$ cat config.mk
export PLATFORM = sky130hd
export DESIGN_NAME = decode_stage
export DESIGN_NICKNAME = d
export VERILOG_FILES = /design/src/rtl/decode_stage.sv
export SDC_FILE = /design/constraint.sdc
export NUM_CORES = 1
export LEC_CHECK = 0
export ABC_AREA = 1
export CORE_ASPECT_RATIO = 1.25
export CORE_MARGIN = 4
export CORE_UTILIZATION = 50
export DETAILED_ROUTE_END_ITERATION = 16
export MAX_ROUTING_LAYER = met4
export PLACE_DENSITY = 0.77
export SYNTH_ARGS = -nofsm -noshare
export SYNTH_HDL_FRONTEND = slang
export SYNTH_SLANG_ARGS = --single-unit
$ cat constraint.sdc
create_clock -name i_clk -period 13.45 [get_ports i_clk]
set_input_delay 2.69 -clock i_clk [delete_from_list [all_inputs] [get_ports i_clk]]
set_output_delay 2.69 -clock i_clk [all_outputs]
set_load 0.005 [all_outputs]
$ cat src/rtl/decode_stage.sv
`timescale 1ns/1ps
// Decode stage: turns a fetched instruction into an execute payload and
// holds it in a two-entry (head + skid) buffer so fetch can keep streaming
// one instruction per cycle while execute applies back-pressure.
module decode_stage (
   input  logic        i_clk,
   input  logic        i_reset,
   input  logic        i_instValid,
   output logic        o_instReady,
   input  logic [31:0] i_inst,
   input  logic [31:0] i_pc,
   input  logic        i_flush,
   output logic [4:0]  o_rs1Addr,
   input  logic [31:0] i_rs1Data,
   output logic        o_exValid,
   input  logic        i_exReady,
   output logic [31:0] o_exPc,
   output logic [31:0] o_exRs1Data,
   output logic [31:0] o_exImm,
   output logic [4:0]  o_exRdAddr,
   output logic [6:0]  o_exOpcode,
   output logic [2:0]  o_exFunct3,
   output logic        o_exIllegal
);

   localparam logic [6:0] OP_IMM    = 7'b0010011;
   localparam logic [6:0] OP_LOAD   = 7'b0000011;
   localparam logic [6:0] OP_JALR   = 7'b1100111;
   localparam logic [6:0] OP_STORE  = 7'b0100011;
   localparam logic [6:0] OP_BRANCH = 7'b1100011;
   localparam logic [6:0] OP_LUI    = 7'b0110111;
   localparam logic [6:0] OP_AUIPC  = 7'b0010111;
   localparam logic [6:0] OP_JAL    = 7'b1101111;
   localparam logic [6:0] OP_REG    = 7'b0110011;

   typedef enum logic [1:0] {
      EMPTY = 2'd0,
      ONE   = 2'd1,
      TWO   = 2'd2
   } bufState_t;

   typedef struct packed {
      logic [31:0] pc;
      logic [31:0] rs1Data;
      logic [31:0] imm;
      logic [4:0]  rdAddr;
      logic [6:0]  opcode;
      logic [2:0]  funct3;
      logic        illegal;
   } payload_t;

   bufState_t state;
   bufState_t nextState;
   payload_t  headReg;
   payload_t  skidReg;
   payload_t  newEntry;
   logic [31:0] decImm;
   logic        decIllegal;
   logic        accept;
   logic        dequeue;
   logic        loadHeadNew;
   logic        loadHeadSkid;
   logic        loadSkid;

   // The register file is read combinationally, so the rs1 field is exposed
   // straight from the offered instruction and its data is captured with it.
   assign o_rs1Addr = i_inst[19:15];

   // Ready is held low during reset so fetch never sees a handshake that the
   // buffer would immediately throw away.
   assign o_instReady = !i_reset && (state != TWO);
   assign o_exValid   = (state != EMPTY);

   // A flush wins over an offer in the same cycle; a dequeue in a flush cycle
   // is still a real handshake from execute's point of view.
   assign accept  = i_instValid && o_instReady && !i_flush;
   assign dequeue = o_exValid && i_exReady;

   // Immediate reconstruction and legality check, keyed purely on the opcode.
   // Anything not in the supported set decodes with a zero immediate and is
   // flagged illegal, but still travels down the pipe so execute can trap.
   always_comb begin
      decImm     = '0;
      decIllegal = 1'b0;
      case (i_inst[6:0])
         OP_IMM, OP_LOAD, OP_JALR: begin
            decImm = {{20{i_inst[31]}}, i_inst[31:20]};
         end
         OP_STORE: begin
            decImm = {{20{i_inst[31]}}, i_inst[31:25], i_inst[11:7]};
         end
         OP_BRANCH: begin
            decImm = {{19{i_inst[31]}}, i_inst[31], i_inst[7],
                      i_inst[30:25], i_inst[11:8], 1'b0};
         end
         OP_LUI, OP_AUIPC: begin
            decImm = {i_inst[31:12], 12'h000};
         end
         OP_JAL: begin
            decImm = {{11{i_inst[31]}}, i_inst[31], i_inst[19:12],
                      i_inst[20], i_inst[30:21], 1'b0};
         end
         OP_REG: begin
            decImm = '0;
         end
         default: begin
            decIllegal = 1'b1;
         end
      endcase
      if (i_inst[1:0] != 2'b11) begin
         decIllegal = 1'b1;
      end
   end

   // Bundle the decoded fields of the offered instruction into one payload
   // word so the head and skid registers can be loaded as a unit.
   always_comb begin
      newEntry         = '0;
      newEntry.pc      = i_pc;
      newEntry.rs1Data = i_rs1Data;
      newEntry.imm     = decImm;
      newEntry.rdAddr  = i_inst[11:7];
      newEntry.opcode  = i_inst[6:0];
      newEntry.funct3  = i_inst[14:12];
      newEntry.illegal = decIllegal;
   end

   // Buffer occupancy register; reset drops any held instruction at once.
   always_ff @(posedge i_clk or posedge i_reset) begin
      if (i_reset) begin
         state <= EMPTY;
      end else begin
         state <= nextState;
      end
   end

   // Occupancy transitions and the matching load strobes. The head always
   // holds the oldest entry; the skid only fills when execute stalls while
   // the head is occupied, and drains back into the head on the next dequeue.
   always_comb begin
      nextState    = state;
      loadHeadNew  = 1'b0;
      loadHeadSkid = 1'b0;
      loadSkid     = 1'b0;
      if (i_flush) begin
         nextState = EMPTY;
      end else begin
         case (state)
            EMPTY: begin
               if (accept) begin
                  nextState   = ONE;
                  loadHeadNew = 1'b1;
               end
            end
            ONE: begin
               if (accept && dequeue) begin
                  nextState   = ONE;
                  loadHeadNew = 1'b1;
               end else if (accept) begin
                  nextState = TWO;
                  loadSkid  = 1'b1;
               end else if (dequeue) begin
                  nextState = EMPTY;
               end
            end
            TWO: begin
               if (dequeue) begin
                  nextState    = ONE;
                  loadHeadSkid = 1'b1;
               end
            end
            default: begin
               nextState = EMPTY;
            end
         endcase
      end
   end

   // Payload storage. The head only changes on a load strobe, which keeps the
   // execute outputs frozen for as long as execute is stalling.
   always_ff @(posedge i_clk or posedge i_reset) begin
      if (i_reset) begin
         headReg <= '0;
         skidReg <= '0;
      end else begin
         if (loadHeadNew) begin
            headReg <= newEntry;
         end else if (loadHeadSkid) begin
            headReg <= skidReg;
         end
         if (loadSkid) begin
            skidReg <= newEntry;
         end
      end
   end

   assign o_exPc      = headReg.pc;
   assign o_exRs1Data = headReg.rs1Data;
   assign o_exImm     = headReg.imm;
   assign o_exRdAddr  = headReg.rdAddr;
   assign o_exOpcode  = headReg.opcode;
   assign o_exFunct3  = headReg.funct3;
   assign o_exIllegal = headReg.illegal;

endmodule

* Word level (Yosys, flattened, before mapping)
Index checks and enable logic that the tools add are counted.
Storage, ports and cells: input bits 101, register bits 226, output and inout bits 119, word-level logic and storage cells 67
Cells by class: multiplexer cells 22, reduce and logical (&&, ||, !) cells 14, eq/ne operators 16
Operators with widths (number):
- 112-bit 2-to-1 mux | 2
- 32-bit one-hot mux with 5 select lines | 1
- 7-bit by 6-bit equality test with 1-bit output, second input constant | 3
- 7-bit equality test, second input constant | 3
- 7-bit by 5-bit equality test with 1-bit output, second input constant | 2
- 2-bit 2-to-1 mux | 6
- 1-bit 2-to-1 mux | 11
- 9-bit OR reduction | 1
- 7-bit by 2-bit equality test with 1-bit output, second input constant | 1
- 3-bit != test, second input constant | 2
- 2-bit one-hot mux with 3 select lines | 1
- 1-bit logical AND | 5
- 5-bit != test, second input constant | 1
- 2-bit != test, second input constant | 2
- 2-bit nonzero test | 2
- 3-bit AND reduction | 1
- 3-bit OR reduction | 1
- 2-bit by 1-bit equality test with 1-bit output, second input constant | 1
- 2-bit equality test, second input constant | 1
- 1-bit zero test | 2
- 2-bit zero test | 1
- 1-bit one-hot mux with 2 select lines | 1
- 2-bit OR reduction | 1

* Logic depth before layout (Yosys ltp)
depth in word-level cells 9, mapped depth 11

* Worst setup path after synthesis
OpenSTA, ideal clock, no wires.
kind input to register, from in i_reset, to reg skidReg[100] in the netlist's numbering, setup slack 4.546 ns, arrival time 8.788 ns, data required time 13.334 ns, stages on the path 8, path through inv_1 > nand4_2 > nor2_2 > inv_2 > buf_2 > buf_2 > nand2_1 > nand2_1
Between the ends: cells in the longest elaborated chain, start to end 8, elaborated cells between the ends (all ways) 9, those cells by class mux (4); reduce/logical (5)
RTL lines:
- from (decl) | line 7 | input logic i_reset,
- 1-bit zero test (no line) (*)
- 1-bit logical AND (*) | line 71 | assign o_instReady = !i_reset && (state != TWO);
- 1-bit logical AND (*) (2 in series) | line 76 | assign accept = i_instValid && o_instReady && !i_flush;
- 1-bit 2-to-1 mux / 1-bit logical AND (equally long branches) | line 159, 156
- 1-bit 2-to-1 mux (*) | line 156 | if (accept && dequeue) begin
- 1-bit 2-to-1 mux (*) | line 148 | case (state)
- 1-bit 2-to-1 mux (*) | line 145 | if (i_flush) begin
- to (signal assigned) | line 192 | skidReg <= newEntry;
- to (decl) | line 55 | payload_t skidReg;
Mark *: on every way between the ends. The rest lies on a longest branch, timed or not. A chain may end at the register's enable or synchronous reset.

* Worst setup path after layout
from in i_reset, to out o_instReady
Between the ends: cells in the longest elaborated chain, start to end 2
RTL lines:
- 1-bit zero test (no line)
- 1-bit logical AND | line 71
- to (decl) | line 9 | output logic o_instReady,
No other way between the ends.

==> impl_results.md <==
- Area Growth Syn to Fin: 28.9%
- Cells on worst reg2reg path: 10
- Worst Setup End Kind: primary output
- Final Critical Period: 6.53 ns
- Yosys cell types: 28
- Kind of critical path: in2out
- Via count: 8617
- Total Neg Setup Slack: 0 ns
- Grt met1 use: 29.9%
- CTS Buf Count: 23
- Placed wire-length estimate: 16600 µm
- Critical path's most frequent cell: clkdlybuf4s50_1
- Crit-path cells: clkdlybuf4s50_1 -> nor2_1 -> clkdlybuf4s50_1
- Routability cong.: 0.821
- Critical Path End: o_instReady
- Largest net degree at the start of global routing: 116
- Grt peak-use layer: met2
- Leak: 6.88 nW
- # IOs: 220
- Residual DRC: 0
- CP arrival: 3.84 ns
- Initial antenna violation count: 0
- Die W: 135 µm
- Worst-Skew Late Latency: 0.50 ns
- Remaining antenna violation count: 0
- Max_cap viols: 0
- Core area: 19700 µm²
- Syn_nets: 1309
- Status: finished clean
- IR drop worst, VDD: 81.1 µV
- Initial DRC count: 616
- Flops & latches, synth: 226
- N_diodes: 0
- Ys Warns: 0
- Worst reg-to-reg setup slack: 9.67 ns
- Crit-path max FO: 2
- RSZ-0062 raised after global routing: false
- GR met2 Demand/Resource: 41.2%
- Global-route wire length before repair: 44200 µm
- # resized after CTS: 0
- Clk buf depth: 3
- Slew headroom: 16.5%
- Final Max Tran Viols: 0
- Max incr delay on CP: 0.51 ns
- Maximum clock rate: 153 MHz
- Worst setup SP type: primary input
- Layout cell share with drive strength beyond 1: 5.56%
- Initial Util: 51.4%
- Post-Route Utilization: 66.3%
- Number of global-route vias before repair: 8791
- I/O Buffers: 219
- Wire length per cell: 15.9 µm
- Drt total wl: 26600 µm
- FF-to-FF Start: state[0]
- Post-Syn Area per Cell: 8.38 µm²
- Post-Synthesis Cells: 1208
- # hold bufs at CTS: 0
- Slowest cell on crit path: clkdlybuf4s50_1
- Via density: 5.17
- Die Ht: 167 µm
- Critical path required time: 10.76 ns
- Final period util: 48.6%
- Pwr dens: 135 nW/µm²
- First-pass iteration count of the detailed router: 6
- H-tree depth: 1
- Post-Route Skew: 0.00963 ns
- Met3 GRT Util: 3.74%
- Layout Nets: 1489
- Worst-margin pin slew: 1.25 ns
- GRT Total Usage: 24.1%
- Final hold vios: 0
- Setup Fix Bufs, Post-CTS: 0
- Syn Std Cell Area: 10100 µm²
- Crit. Startpoint: i_reset
- DIE AREA: 22600 µm²
- Clk root buf: clkbuf_16
- Seq/Total Area, Yosys: 55.9%
- Worst-path clk slew: 0.06 ns
- Floorplan row count: 57
- Setup Viol. Count Final: 0
- Hold Path Class: reg2reg
- Clock sinks: 226
- Worst r2r dst: o_exPc[15]
- TritonCTS clock tree: done
- Total grt overflow: 0
-- per-stage QoR --
| step | std cells | worst slack [ns] | hold WS (ns) | cell area (µm²) | power [mW] |
|---|---|---|---|---|---|
| final | 1667 | 6.92 | 0.474 | 13000 | 1.76 |
| after global routing | 1667 | 6.87 | 0.489 | 13000 | 1.85 |
| after CTS | 1667 | 6.91 | 0.475 | 13000 | 1.78 |
| after detailed placement | 1628 | 6.86 | 0.459 | 12300 | 1.13 |
| after global placement | 1628 | 6.90 | 0.454 | 12300 | 1.12 |
| after floorplan | 1208 | 4.51 | 0.443 | 10100 | 0.952 |
-- sequential cells by signal, indices dropped and copies added, names as in the netlist --
signal / count
state: 2
o_exImm: 32
o_exRdAddr: 5
o_exIllegal: 1
o_exFunct3: 3
o_exOpcode: 7
o_exRs1Data: 32
skidReg: 112
o_exPc: 32
-- cell usage after synthesis, drive strengths merged --
| library cell | number | area share (%) |
|---|---|---|
| clkbuf | 12 | 0.56 |
| a31oi | 1 | 0.062 |
| nand2 | 662 | 26 |
| buf | 61 | 3.7 |
| nand3 | 77 | 4.0 |
| dfrtp | 226 | 56 |
| o2111ai | 1 | 0.087 |
| a22oi | 79 | 5.9 |
| nand4 | 7 | 0.49 |
| inv | 60 | 2.2 |
| o21ai | 7 | 0.38 |
| nor2 | 15 | 1.1 |
-- report_power, final --
| group | switching (mW) | internal (mW) |
|---|---|---|
| sequential | 0.0547 | 0.778 |
| clock | 0.261 | 0.383 |
| combinational | 0.126 | 0.157 |
-- worst max-delay path, delay by kind of cell --
family / cells / cell delay (ns)
buffers and inverters: 2 / 1.02
AND/OR/NAND/NOR: 1 / 0.14
-- cells by family after synthesis --
logic type	after synthesis	synth area share (%)
simple gates	761	31.2
flops	226	55.9
buf+inv	133	6.49
compound gates	88	6.39
-- cell type report --
class,instances,area [µm²]
Fill cell,1619,6640
Sequential cell,226,5660
Multi-Input combinational cell,849,3810
Timing Repair Buffer,228,2260
Clock buffer,31,626
Tap cell,265,332
Inverter,60,238
Clock inverter,8,121
-- cell usage in the layout, fill, tap and decap left out, types with 8 or more instances in the layout --
| cell | instances |
|---|---|
| a22oi_1 | 79 |
| buf_4 | 9 |
| clkbuf_16 | 23 |
| clkdlybuf4s50_1 | 219 |
| dfrtp_1 | 226 |
| inv_1 | 54 |
| nand2_1 | 641 |
| nand2_2 | 8 |
| nand2_4 | 13 |
| nand3_1 | 75 |
| nor2_1 | 10 |
-- routing by layer --
layer	vias to the layer above	wire [µm]
met2	244	13500
met3	41	1520
met4	0	542
met1	4183	11000
li1	4149	-
met5	-	0
-- how the worst min path moves through the flow --
stage	cells after the start	end	slack (ns)	start
floorplan	2	skidReg[100]	0.44	skidReg[100]
global placement	2	skidReg[102]	0.45	skidReg[102]
detailed placement	2	skidReg[105]	0.46	skidReg[105]
CTS	2	skidReg[105]	0.47	skidReg[105]
global route	2	skidReg[70]	0.49	skidReg[70]
finish	2	skidReg[48]	0.47	skidReg[48]
Note: power is estimated with default switching activity, not from simulation.
